## src/rtl/mem_port_arbiter_pkg.sv

```systemverilog
// mem_port_arbiter_pkg: shared width, FSM state and owner encodings for the memory port arbiter
package mem_port_arbiter_pkg;

    localparam int WORD_SIZE = 16;

    typedef enum logic [1:0] {
        ARB_IDLE,
        ARB_ACCESS,
        ARB_RESP
    } arb_state_t;

    typedef enum logic [1:0] {
        OWN_NONE,
        OWN_I,
        OWN_D
    } owner_t;

endpackage

```

## src/rtl/mem_port_arbiter_counter.sv

```systemverilog
// arb_latency_counter: counts down the remaining cycles of a memory access
module arb_latency_counter #(
    parameter int MEM_LATENCY = 2
) (
    input  logic clk,
    input  logic reset_n,
    input  logic load,
    input  logic dec,
    output logic zero
);
    localparam int CW = $clog2(MEM_LATENCY + 1);

    logic [CW-1:0] cnt;

    // reload on every grant, then step down once per access cycle
    always_ff @(posedge clk or negedge reset_n) begin
        if (!reset_n)
            cnt <= '0;
        else if (load)
            cnt <= CW'(MEM_LATENCY - 1);
        else if (dec)
            cnt <= cnt - 1'b1;
    end

    assign zero = cnt == '0;
endmodule

```

## src/rtl/mem_port_arbiter.sv

```systemverilog
// mem_port_arbiter: shares one multi-cycle memory port between instruction fetch and data access
module mem_port_arbiter
    import mem_port_arbiter_pkg::*;
#(
    parameter int WORD_SIZE    = mem_port_arbiter_pkg::WORD_SIZE,
    parameter int MEM_LATENCY  = 2,
    parameter int MAX_D_GRANTS = 4
) (
    input  logic                 clk,
    input  logic                 reset_n,
    input  logic                 i_req,
    input  logic [WORD_SIZE-1:0] i_addr,
    input  logic                 i_abort,
    output logic [WORD_SIZE-1:0] i_rdata,
    output logic                 i_ready,
    input  logic                 d_rd,
    input  logic                 d_wr,
    input  logic [WORD_SIZE-1:0] d_addr,
    input  logic [WORD_SIZE-1:0] d_wdata,
    output logic [WORD_SIZE-1:0] d_rdata,
    output logic                 d_ready,
    output logic                 if_stall,
    output logic                 mem_stall,
    output logic                 mem_read,
    output logic                 mem_write,
    output logic [WORD_SIZE-1:0] mem_addr,
    output logic [WORD_SIZE-1:0] mem_wdata,
    input  logic [WORD_SIZE-1:0] mem_rdata
);
    localparam int SW = $clog2(MAX_D_GRANTS + 1);

    arb_state_t           state;
    owner_t               owner;
    logic [WORD_SIZE-1:0] addr_q, wdata_q;
    logic                 is_wr;
    logic [SW-1:0]        d_streak;
    logic                 cnt_zero;
    logic                 access, arb, i_cand, d_cand, grant_i, grant_d, grant;

    assign access  = state == ARB_ACCESS;
    assign arb     = !access;
    assign i_ready = state == ARB_RESP && owner == OWN_I;
    assign d_ready = state == ARB_RESP && owner == OWN_D;
    // the requester completing this cycle is still holding its request, so it is masked
    assign i_cand  = arb && i_req && !i_abort && !i_ready;
    assign d_cand  = arb && (d_rd || d_wr) && !d_ready;
    assign grant_i = i_cand && (!d_cand || d_streak == SW'(MAX_D_GRANTS));
    assign grant_d = d_cand && !grant_i;
    assign grant   = grant_i || grant_d;

    assign mem_read  = access && !is_wr;
    assign mem_write = access && is_wr;
    assign mem_addr  = access ? addr_q : '0;
    assign mem_wdata = mem_write ? wdata_q : '0;
    // stalls are held low while the arbiter itself is in reset
    assign if_stall  = reset_n && i_req && !i_ready;
    assign mem_stall = reset_n && (d_rd || d_wr) && !d_ready;

    arb_latency_counter #(.MEM_LATENCY(MEM_LATENCY)) u_cnt (
        .clk    (clk),
        .reset_n(reset_n),
        .load   (grant),
        .dec    (access && !cnt_zero),
        .zero   (cnt_zero)
    );

    // access sequencing: grant and latch, run the access, capture read data, respond
    always_ff @(posedge clk or negedge reset_n) begin
        if (!reset_n) begin
            state   <= ARB_IDLE;
            owner   <= OWN_NONE;
            addr_q  <= '0;
            wdata_q <= '0;
            is_wr   <= 1'b0;
            i_rdata <= '0;
            d_rdata <= '0;
        end else if (arb) begin
            state <= grant ? ARB_ACCESS : ARB_IDLE;
            owner <= grant_i ? OWN_I : grant_d ? OWN_D : OWN_NONE;
            if (grant) begin
                addr_q  <= grant_i ? i_addr : d_addr;
                wdata_q <= grant_d ? d_wdata : '0;
                is_wr   <= grant_d && d_wr;
            end
        end else if (owner == OWN_I && i_abort) begin
            state <= ARB_IDLE;
            owner <= OWN_NONE;
        end else if (cnt_zero) begin
            state <= ARB_RESP;
            if (owner == OWN_I)
                i_rdata <= mem_rdata;
            else if (!is_wr)
                d_rdata <= mem_rdata;
        end
    end

    // count data grants made while a fetch waits, so a fetch is forced after MAX_D_GRANTS
    always_ff @(posedge clk or negedge reset_n) begin
        if (!reset_n)
            d_streak <= '0;
        else if (!i_req || grant_i)
            d_streak <= '0;
        else if (grant_d && d_streak != SW'(MAX_D_GRANTS))
            d_streak <= d_streak + 1'b1;
    end
endmodule

```

## config.mk

```make
export PLATFORM = sky130hd
export DESIGN_NAME = mem_port_arbiter
export DESIGN_NICKNAME = d
export VERILOG_FILES = /design/src/rtl/mem_port_arbiter_pkg.sv /design/src/rtl/mem_port_arbiter_counter.sv /design/src/rtl/mem_port_arbiter.sv
export SDC_FILE = /design/constraint.sdc
export NUM_CORES = 1
export LEC_CHECK = 0
export CORE_UTILIZATION = 43
export CTS_CLUSTER_DIAMETER = 60
export CTS_CLUSTER_SIZE = 16
export DETAILED_ROUTE_END_ITERATION = 16
export PLACE_DENSITY_LB_ADDON = 0.2
export SLEW_MARGIN = 20
export SYNTH_ARGS = -nofsm -noshare
export SYNTH_HDL_FRONTEND = slang
export SYNTH_HIERARCHICAL = 1
export SYNTH_SLANG_ARGS = --single-unit
export TNS_END_PERCENT = 50
```

## constraint.sdc

```tcl
create_clock -name clk -period 2.4 [get_ports clk]
set_input_delay 0.72 -clock clk [delete_from_list [all_inputs] [get_ports clk]]
set_output_delay 0.72 -clock clk [all_outputs]
set_load 0.02 [all_outputs]
```

==> Word level (Yosys, flattened, before mapping) <==
Index checks and enable logic that the tools add are counted.
W data, S select, Z words.
{ "totals": {"ff_bits": 74, "latch_bits": 0, "ram_bits": 0, "mem_bits_ro": 0, "input_bits": 70, "output_inout_bits": 70, "elab_cells": 77, "mem_count": 0} }
{ "op_classes": {"add_sub_neg": 2, "multipliers": 0, "div_mod_pow": 0, "order_cmp": 0, "eq_ne": 8, "shifts": 0, "muxes": 16, "bitwise_logic": 4, "n_reduce_logical": 38} }
{ "op_table": {"columns": ["cell", "n"], "rows": [
  ["$mux W16", 4],
  ["$logic_and A1 B1 Y1", 19],
  ["$mux W2", 9],
  ["$logic_not A1 Y1", 9],
  ["$mux W3", 2],
  ["$reduce_and A5 Y1", 1],
  ["$eq A2 B1 Y1 const B", 2],
  ["$eq A2 B2 Y1 const B", 2],
  ["$logic_or A1 B1 Y1", 4],
  ["$not A1 Y1", 4],
  ["$reduce_and A4 Y1", 1],
  ["$reduce_bool A2 Y1", 2],
  ["$add A3 B1 Y3 const B", 1],
  ["$eq A3 B3 Y1 const B", 1],
  ["$ne A3 B2 Y1 const B", 1],
  ["$ne A3 B3 Y1 const B", 1],
  ["$logic_not A2 Y1", 1],
  ["$ne A2 B1 Y1 const B", 1],
  ["$reduce_and A2 Y1", 1],
  ["$sub A2 B1 Y2 const B", 1],
  ["$mux W1", 1]
]} }

==> Logic depth before layout (Yosys ltp) <==
Gate-level depths: netlist (run 1).
{ "depth": {"ltp_word": 12, "ltp_mapped": 7, "mapped_depth_nobuf": 6} }

==> Cells and area by module <==
Netlist (run 1), hierarchy kept.
{ "modules_own_cells": {"columns": ["mod", "n_inst", "cells_each", "area_each_um2", "seq_area_each_um2"], "rows": [
  ["mem_port_arbiter", 1, 248, 3249.4, 1801.7],
  ["arb_latency_counter", 1, 9, 96.3, 50.0]
]} }

==> Worst setup path after synthesis (run 1) <==
Ideal clock, no wire load.
{ "synth_timing": {"kind": "reg-to-output", "startpoint": "register state[1]", "endpoint": "output mem_wdata[13]", "t_arrival_ps": 1339, "required_time_ps": 1680, "setup_slack_ps": 341, "path_stages_with_launch": 5, "n_path_buf": 2, "path_cell_list": "dfrtp_1 and2b_2 buf_2 clkbuf_1 and3_1"} }
{ "synth_via": {"elab_chain_len": 3} }
{ "synth_lines": {"columns": ["element", "line", "rtl"], "rows": [
  ["from (decl)", "mem_port_arbiter.sv:32", "arb_state_t state;"],
  ["from (signal assigned)", "mem_port_arbiter.sv:78", "state <= grant ? ARB_ACCESS : ARB_IDLE;"],
  ["$eq A2 B1 Y1", "mem_port_arbiter.sv:40", "assign access = state == ARB_ACCESS;"],
  ["$logic_and A1 B1 Y1", "mem_port_arbiter.sv:52", "assign mem_write = access && is_wr;"],
  ["$mux W16", "mem_port_arbiter.sv:54", "assign mem_wdata = mem_write ? wdata_q : '0;"],
  ["to (decl)", "mem_port_arbiter.sv:27", "output logic [WORD_SIZE-1:0] mem_wdata,"]
]} }
No other way between the ends.

==> Worst setup path in the final report (run 1) <==
{ "layout_timing": {"startpoint": "input i_req", "endpoint": "output if_stall"} }
{ "layout_via": {"elab_chain_len": 2} }
{ "layout_lines": {"columns": ["element", "line", "rtl"], "rows": [
  ["from (decl)", "mem_port_arbiter.sv:11", "input logic i_req,"],
  ["$logic_and A1 B1 Y1 (2 in series)", "mem_port_arbiter.sv:56", "assign if_stall = reset_n && i_req && !i_ready;"],
  ["to (decl)", "mem_port_arbiter.sv:22", "output logic if_stall,"]
]} }
No other way between the ends.

==> results of run 1 <==
-- layer usage --
| metal | part of all wire | vias to the layer above |
|---|---|---|
| met4 | 0.0084 | 0 |
| met5 | 0 | - |
| met3 | 0.044 | 7 |
| li1 | - | 1240 |
| met1 | 0.45 | 1293 |
| met2 | 0.50 | 88 |
-- Yosys cell counts, drive strengths merged --
cell	number
o211ai	1
ha	3
and3	18
a2111oi	1
xnor2	1
dfrtp	74
and4b	1
nand4bb	1
buf	9
a21boi	2
and2	17
o21ai	3
nand2b	19
a22o	17
or3	2
nand2	4
o21a	1
nor3b	2
or4b	1
nor3	3
nand4	1
a21o	2
and2b	1
mux2	32
and4bb	1
nor2	6
nand3	2
o221a	16
clkbuf	5
a21oi	1
nor2b	2
a211oi	1
inv	7
-- report_power, final --
part	switching [mW]	internal, mW	total, mW
clock network	0.488	0.700	1.19
logic	1.64	1.54	3.18
registers	0.300	1.77	2.07
-- worst max-delay path, delay by kind of cell --
kind / cells / cell delay (ns)
buf+inv: 2 / 0.80
simple gates: 1 / 0.15
-- sequential cells by signal, summed over array words and instances, names as in the netlist --
name and cells:
addr_q 16, d_rdata 16, d_streak 3, i_rdata 16
is_wr 1, owner 2, state 2, u_cnt/cnt 2
wdata_q 16
-- area by class of cell --
type                    instances  area (µm²)  share of cell area
repair buffers                155        1370               0.274
flip-flops and latches         74        1850               0.371
inverters                       7        28.8             0.00576
clock inverters                 7         124              0.0248
well taps                      99         124              0.0248
multi-input cells             162        1370               0.275
clock buffers                   9         124              0.0248
-- path summary, 6_finish.rpt --
check / start / to / slack (ns) / depth (start not counted)
hold / removal: reset_n / d_rdata[12] / 0.45 / 2
min in group clk: d_rdata[7] / d_rdata[7] / 0.49 / 1
setup reg to reg: d_streak[0] / addr_q[6] / 0.51 / 7
max in group asynchronous: reset_n / is_wr / 1.03 / 3
hold reg to reg: d_rdata[7] / d_rdata[7] / 0.49 / 1
setup / recovery: i_req / if_stall / 0.01 / 3
-- logic make-up after synthesis --
| family | count (synthesis) | share of synthesized area |
|---|---|---|
| and+or+nand+nor | 81 | 0.161 |
| buffers and inverters | 21 | 0.0359 |
| DFF | 74 | 0.553 |
| xor gates and xnor gates | 1 | 0.00262 |
| AOI/OAI and AO/OA | 45 | 0.128 |
| adders and majority gates | 3 | 0.0112 |
| muxes | 32 | 0.108 |
-- what timing repair did --
action | 4_1_cts | 5_1_grt
hold buffers | 0 | 0
gates resized for setup | 71 | 46
endpoints found under the setup margin | 38 | 35
==> results summary, run 1 <==
The root buffer selected by CTS is sky130_fd_sc_hd__clkbuf_8. The final worst slack is 0.0104 ns. The global routing stage identified its most utilized layer as met2.

The met1 track utilization from global routing came out at 0.271. The synthesized area is 0.00335 mm². Based on the critical path, the design can be clocked at up to 0.418 GHz. In this run the deepest clock path goes through 2 buffers. The worst hold margin is 0.446 ns. The final standard cell count with taps included and fillers excluded is 513. The worst hold path belongs to the class input pin to async pin. The count of max-cap constraint violations came out at 0. The clock latency reported for the late side of the worst-skew pair came out at 0.35 ns. The total placed instance area came out at 0.00492 mm². Setup violations remaining at the end of the flow were counted as 0. The leakage power figure came out at 2.31 nW. After technology mapping, the gate count stands at 257.

The number of antenna violations at the first check in global routing came out at 0. The total negative setup slack came out at 0 ns. The net total in the final layout is 482.

The first TritonRoute pass finished after 4 iterations. The largest individual stage delay along the critical path comes from the cell sky130_fd_sc_hd__clkdlybuf4s50_1. The H-tree generated during clock tree synthesis spans 3 levels.

The worst slack at placement is -0.398 ns. For this run, design rule violations remaining after detail routing come to 0. The die boundary height is 90.2 µm. The via count of the first global-routing pass is 2,741. The global-route wire length before repair came out at 13,400 µm. The number of different library cells used by synthesis comes to 45. The placeable core area is 0.00737 mm².

The fraction of synthesized cell area taken by the top area cell type came out at 0.553. The detailed-placement wirelength estimate came out at 5740 µm. The total clock buffers created by CTS came out at 9. Traced cell by cell, the critical path runs through clkdlybuf4s50_1 -> and3_1 -> dlygate4sd2_1. The relative slew slack came out at 0.640. The clock period minus worst slack is 2.39 ns. The initial standard-cell utilization of the core is 0.454. The post-CTS setup buffer count came out at 0.

The required time of the critical path is 1.68 ns. Setup repair after global routing could not meet its margin everywhere. The filler cell count is 597. The total design power came out at 6.44 mW. After detailed routing, the average wire length per cell comes to 15.7 µm. Counting every sink on the clock net gives 74.

The leading cell type in the layout, fill and taps excluded is sky130_fd_sc_hd__clkdlybuf4s50_1. The run finished with clean final reports. The biggest area contributor in the post-synthesis netlist is sky130_fd_sc_hd__dfrtp_1. The violation count after the first detailed-route iteration is 91. 140 I/O pins were placed. For this run, the share of the core covered by cells in the final layout is 0.678.

By area the synthesized netlist is led by sky130_fd_sc_hd__dfrtp_1, sky130_fd_sc_hd__mux2_1, sky130_fd_sc_hd__a22o_1. The largest net degree at the start of global routing came out at 40. The synthesized area per cell is 13.0 µm². The area of the die is 0.00814 mm². The critical path is of the input pin to primary output type.

The register bit total from synthesis is 74. The aggregate global routing overflow came out at 0. The met3 track demand over resource is 0.0415. The post-synthesis net count is 330. The count of synthesis-stage warnings from yosys came out at 6. The die is 90.2 µm wide. The clock-pin transition on the worst setup and hold timing paths is 0.09 ns.

TritonCTS built the clock tree. In the final layout, the share of cells above drive strength 1 is 0.227. In the layout the commonest cells are sky130_fd_sc_hd__clkdlybuf4s50_1, sky130_fd_sc_hd__dfrtp_1, sky130_fd_sc_hd__clkbuf_2. The number of failing hold endpoints at the final stage came to 0. For the final database, setup skew stands at 0.0146 ns. The cell total after placement is 497. For this run, the total global-route usage over all layers was measured as 0.208. The number of standard-cell rows in the floorplan is 31. The power density normalized to cell area is 1290 mW/mm².

The sequential area share after synthesis is 0.553. The number of vias per cell is 5.12. The data arrival time of the worst path is 1.67 ns. The fraction of met2 tracks used by global routing came out at 0.345. At the end of routability-driven placement, the weighted congestion stood at 0.809. The area growth from synthesis to final layout is 49.4%.

The count of nets left with antenna violations once routing finished came out at 0. The worst setup path is captured at a primary output. The worst IR drop on VDD is 0.519 mV.

The slew at the pin with the worst max-slew slack is 0.540 ns. For this block, the routed nets add up to 8050 µm of wire. After routing the design area is 0.00500 mm².

STA classifies the critical path startpoint as an input pin. The count of antenna diodes in the layout came out at 0. In this design, the stage delay of the slowest critical-path cell is 0.47 ns. The period utilization is 0.996. The largest fanout on the critical path is 2. The via total after detailed routing is 2,628.

The count of buffers added on input and output ports is 139. The count of pins over their slew limit is 0.
Power figures use the tool's default switching activity.
==> run 2: changes to the inputs <==
- CORE_MARGIN: unset -> 2
==> results summary, run 2 (same netlist as run 1, synthesis figures left out) <==
The library cells used most frequently in the layout, excluding fill and tap cells, are sky130_fd_sc_hd__clkdlybuf4s50_1, sky130_fd_sc_hd__dfrtp_1, sky130_fd_sc_hd__mux2_1. The final estimated routing congestion in global placement came out at 0.846 (+4.6%). The violation count after the first detailed-route iteration came to 75 (-18%). The number of I/O port buffers is 139 (unchanged). The routed wire length per instance came to 15.3 µm (-2.5%). The cell family contributing the most delay on the critical path is buffers and inverters. The clock latency reported for the late side of the worst-skew pair came out at 0.34 ns (about the same). The relative slew slack came out at 0.648 (+0.00771). The internal power component was 4.17 mW (+4.1%). TritonCTS built the clock tree. The die span in x is 92.2 µm (+2.2%). The signal on the critical path passes through clkdlybuf4s50_1 -> and3_1 -> clkdlybuf4s15_1. The number of standard-cell rows in the floorplan is 32 (+3.2%).

The root buffer selected by CTS is sky130_fd_sc_hd__clkbuf_8. The run finished with clean final reports. Setup repair after global routing left no endpoint under its margin. The final antenna-violating net count came out at 0 (unchanged). The count of pins over their slew limit came out at 0 (unchanged). The net switching share of the total power is 0.369 (-0.00870).

The worst clock skew on the final layout is 0.00942 ns (-0.00515 ns). The area of the die is 0.00850 mm² (+4.5%). The slowest stage of the critical path is the sky130_fd_sc_hd__clkdlybuf4s50_1 cell. The power density normalized to cell area came out at 1280 mW/mm² (-0.96%). The number of antenna violations at the first check in global routing was 0 (unchanged).

STA classifies the critical path endpoint as a primary output. The upper clock frequency limit is 0.426 GHz (+1.9%). The slew at the pin with the worst max-slew slack came to 0.528 ns (-0.0116 ns). The data arrival time of the worst path came out at 1.62 ns (-0.05 ns).

The startpoint type of the worst setup path is an input pin. By startpoint and endpoint, the worst setup path is classified as input pin to primary output. The routed wire length is 7940 µm (-1.4%).

The final standard cell count with taps included and fillers excluded came to 519 (+1.2%). The global-route total usage across every layer is 0.195 (-0.0135). The first-pass iteration count of the detailed router is 4 (unchanged). The clock-pin transition on the worst setup and hold timing paths came out at 0.08 ns (about the same).

The die boundary height is 92.2 µm (+2.2%). The count of antenna diodes in the layout came out at 0 (unchanged). The largest net degree at the start of global routing is 43 (+7.5%). The required time of the critical path is 1.68 ns (about the same). The critical path's largest stage delay came out at 0.47 ns (about the same). The count of max-cap constraint violations came out at 0 (unchanged).

The period utilization is 0.977 (-0.0187). The fraction of power consumed by sequential logic came out at 0.313 (-0.008). The number of vias per cell is 5.03 (-1.9%). The placeable core area was 0.00765 mm² (+3.8%). The combinational power share was 0.507 (+0.013). The worst IR drop on VDD is 0.559 mV (+7.7%). The library cell used most frequently in the layout, excluding fill and tap cells, is sky130_fd_sc_hd__clkdlybuf4s50_1. The proportion of power drawn by the clock network came out at 0.180 (-0.004). The via total after detailed routing was 2,608 (-0.76%). The deepest clock path buffer count came to 2 (unchanged).

The total clock buffers created by CTS is 9 (unchanged). The cell total after placement is 503 (+1.2%). The number of remaining DRC errors is 0 (unchanged). The min-delay analysis places its worst path in the category input pin to async pin. The top-level I/O count came out at 140 (unchanged). The post-CTS setup buffer count came out at 0 (unchanged). The CTS sink count came out at 74 (unchanged).

The global-route wire length before repair was 13,100 µm (-2.1%). The clock period minus worst slack is 2.34 ns (-0.0449 ns). The area growth from synthesis to final layout is 54.8%. The final setup violation count came to 0 (unchanged). The number of H-tree branching levels is 3 (unchanged). The number of buffer and inverter stages on the critical path is 2 (unchanged). The initial standard-cell utilization of the core came out at 0.438 (-0.0165). The via count of the first global-routing pass is 2,687 (-2.0%). The largest fanout on the critical path is 2 (unchanged). The leakage power figure came out at 2.37 nW (+2.2%).

The total design power was 6.61 mW (+2.6%). The detailed-placement wirelength estimate came to 5820 µm (+1.3%). The share of cells above drive strength 1 is 0.168 (-0.0592). The aggregate global routing overflow came out at 0 (unchanged).

The net switching power figure came out at 2.44 mW (+0.27%). The number of hold buffers added after CTS is 0 (unchanged). The net total in the final layout is 485 (+0.62%). The number of failing hold endpoints at the final stage is 0 (unchanged).
## run 2: changes by cell type in the layout (fill, tap and decap cells not counted), sizes merged
cell	previous run	this run
clkinv	1	0
buf	26	21
clkinvlp	1	2
clkdlybuf4s15	0	15
clkbuf	34	14
dlygate4sd2	4	17
## run 2: power groups by stage
stage | Combinational [mW] | Sequential, mW | Clock (mW)
finish | 3.35 | 2.07 | 1.19
global route | 3.61 | 2.15 | 1.27
CTS | 3.38 | 2.07 | 1.21
detailed placement | 3.59 | 2.08 | 0
global placement | 3.53 | 2.06 | 0
floorplan | 1.82 | 2.24 | 0
## run 2: layout make-up
| class | instances | area [µm²] |
|---|---|---|
| sequential | 74 | 1850 |
| inverter | 7 | 28.8 |
| fill | 599 | 2470 |
| clock inverter | 7 | 125 |
| timing repair buffer | 158 | 1540 |
| tap | 102 | 128 |
| multi-input combinational | 162 | 1380 |
| clock buffer | 9 | 124 |
## run 2: worst register-to-register path, stage by stage, from the launching register on
cell,delay [ns]
sky130_fd_sc_hd__dfrtp_1,0.40
sky130_fd_sc_hd__and2b_2,0.23
sky130_fd_sc_hd__buf_12,0.16
sky130_fd_sc_hd__buf_4,0.17
sky130_fd_sc_hd__or4b_4,0.55
sky130_fd_sc_hd__nand2_4,0.21
sky130_fd_sc_hd__o221a_2,0.23
## run 2: timing repair
action / CTS / global route
resized for setup: 42 / 27
endpoints found under the setup margin: 38 / 21
endpoints found under the hold margin: 0 / 0
## run 2: path summary, 6_finish.rpt
| kind | endpoint | depth (start not counted) | from | slack (ns) |
|---|---|---|---|---|
| max reg2reg | addr_q[6] | 6 | state[0] | 0.40 |
| min in group clk | d_rdata[13] | 1 | d_rdata[13] | 0.49 |
| max in group asynchronous | is_wr | 3 | reset_n | 1.04 |
| max | if_stall | 3 | i_req | 0.06 |
| min | i_rdata[9] | 2 | reset_n | 0.46 |
| min reg2reg | d_rdata[13] | 1 | d_rdata[13] | 0.49 |
## run 2: metrics by stage
step / setup slack [ns] / utilization / hold WS (ns) / area (µm²) / TNS, ns
after floorplan: 0.341 / - / 0.424 / 3350 / 0
after global placement: -0.363 / 0.651 / 0.466 / 4980 / -1.93
after detailed placement: -0.386 / 0.651 / 0.474 / 4980 / -2.73
after CTS: 0.00161 / 0.677 / 0.457 / 5170 / 0
after global routing: 0.00199 / 0.677 / 0.471 / 5180 / 0
final: 0.0553 / 0.677 / 0.462 / 5180 / 0
## run 2: routing by layer
| metal | vias to the layer above | track usage | part of all wire |
|---|---|---|---|
| met1 | 1269 | 0.254 | 0.44 |
| met4 | 0 | 0.0597 | 0.0084 |
| met2 | 84 | 0.321 | 0.49 |
| li1 | 1248 | - | - |
| met3 | 7 | 0.0477 | 0.059 |
| met5 | - | 0 | 0 |
==> edit (settings of run 1) <==
`MEM_LATENCY` is set to 2 in 2 places; all go to 1.
--- a/src/rtl/mem_port_arbiter_counter.sv
+++ b/src/rtl/mem_port_arbiter_counter.sv
@@ -2,3 +2,3 @@
 module arb_latency_counter #(
-    parameter int MEM_LATENCY = 2
+    parameter int MEM_LATENCY = 1
 ) (
--- a/src/rtl/mem_port_arbiter.sv
+++ b/src/rtl/mem_port_arbiter.sv
@@ -5,3 +5,3 @@
     parameter int WORD_SIZE    = mem_port_arbiter_pkg::WORD_SIZE,
-    parameter int MEM_LATENCY  = 2,
+    parameter int MEM_LATENCY  = 1,
     parameter int MAX_D_GRANTS = 4
Formal check against the unedited RTL: not equivalent (Yosys sat finds a counterexample within 4 cycles, from zero or initial values and one cycle with reset_n low).
==> edit against run 1 <==
  * Register-to-register slack got worse by 0.19 ns
  * Sequential cell count fell by 1
  * Worst hold slack got worse by 0.052 ns
  * Highest routed layer unchanged
  * Power is 3.4% higher
  * Critical endpoint is now mem_stall
  * Critical path type unchanged
  * Cell count down 0.19%
  * Final area grew 0.70%
  * Maximum frequency is 0.23% higher
  * Routed wire length fell by 3.7%
  * Worst setup slack better by 0.0055 ns
  * Synthesized area down 1.6%
  * Via count shrank 0.91%
==> edit: results (changes against run 1) <==
{| class="wikitable"
! Metric !! Value
|-
| Result of the run || finished clean
|-
| Synth cell count leaders || dfrtp_1 (73), mux2_1 (20), and3_1 (18), nand2b_1 (18)
|-
| Routed Wire Length || 7757 um (-3.7%)
|-
| TritonRoute pass-1 iters || 4 (unchanged)
|-
| Count of distinct cell types in the synthesized netlist || 44 (-2.2%)
|-
| Count of placed standard cells including taps || 496 (-0.20%)
|-
| CP max stage delay || 0.44 ns (-0.03 ns)
|-
| Reported net switching power || 0.002471 W (+1.6%)
|-
| Multiplexer share of the synthesized area || 10.95% (+0.18 points)
|-
| Worst reg2reg path startpoint || state[0]$_DFFE_PN0P_
|-
| Routed vias || 2604 (-0.91%)
|-
| Wire length of the first global-routing pass || 12180 um (-8.8%)
|-
| Net count after synthesis || 324 (-1.8%)
|-
| Post-synthesis share of cell area spent on xor and xnor gates || 0.2662% (+0.0044 points)
|-
| Hold slack final || 0.3944 ns (-0.05202 ns)
|-
| Synth Area in Compound Gates || 12.81% (-0.014 points)
|-
| Leakage dissipation || 2.318 nW (+0.15%)
|-
| Worst R2R Setup Slack || 0.32 ns (-0.19 ns)
|-
| Synthesized instance count || 252 (-1.9%)
|-
| Vias in the first global route || 2672 (-2.5%)
|-
| End of the worst register-to-register path || addr_q[14]$_DFFE_PN0P_
|-
| Library cell contributing the largest single delay on the critical path || clkdlybuf4s50_1
|-
| Largest net degree at the start of global routing || 48 (+20%)
|-
| DR vias/cell || 5.086 (-0.72%)
|-
| Worst-case headroom to the max-slew limit || 62.20% (-1.8 points)
|-
| Placed Instance Area || 4937 um^2 (+0.25%)
|-
| Sequential area share after synthesis || 55.51% (+0.17 points)
|-
| Final #Nets || 480 (-0.41%)
|-
| Comb pwr share || 51.7% (+2.3 points)
|-
| Combined global-route utilization of all metal layers || 20.02% (-0.79 points)
|-
| Worst-skew pair later-pin latency || 0.33 ns (-0.02 ns)
|-
| Antenna violations before repair || 0 (unchanged)
|-
| Max IR drop VDD || 0.0006188 V (+19%)
|-
| Adder and majority gate portion of the synthesized area || 0.7605% (-0.36 points)
|-
| Number of instances resized during post-cts repair || 50 (-30%)
|-
| Proportion of power drawn by flip-flops and latches || 32.2% (about the same)
|-
| Ratio of cells with drive above 1 in the final layout || 22.52% (-0.19 points)
|-
| Number of cell instances on the worst register-to-register path || 6 (-1)
|-
| Cell types occupying the most area after synthesis || dfrtp_1 (56%), mux2_1 (6.8%), a22o_1 (4.5%)
|}
## edit: routing by layer
metal / wire length [um] / part of all wire [%] / up-vias / track usage, %
met5: 0 / 0 / - / 0
met4: 152 / 2.0 / 0 / 7.359
met3: 485 / 6.3 / 15 / 4.432
met2: 3816 / 49 / 96 / 35.39
met1: 3302 / 43 / 1266 / 23.89
li1: - / - / 1227 / -
## edit: how the worst max path moves through the flow
stage	slack [ns]	end	from
floorplan	0.34	mem_wdata[13]	state[1]$_DFFE_PN0P_
global placement	-0.43	mem_stall	d_wr
detailed placement	-0.46	mem_stall	d_wr
CTS	-0.03	mem_stall	d_wr
global route	-0.02	mem_stall	d_wr
finish	0.02	mem_stall	d_wr
## edit: final cells by class
class                   count  area (um^2)  share of cell area, %
clock buffers              10        137.6                  2.734
clock inverters             6        90.09                  1.790
inverters                   6        25.02                 0.4971
multi-input cells         159         1358                  26.97
flip-flops and latches     73         1827                  36.29
well taps                  99        123.9                  2.461
repair buffers            159         1473                  29.26
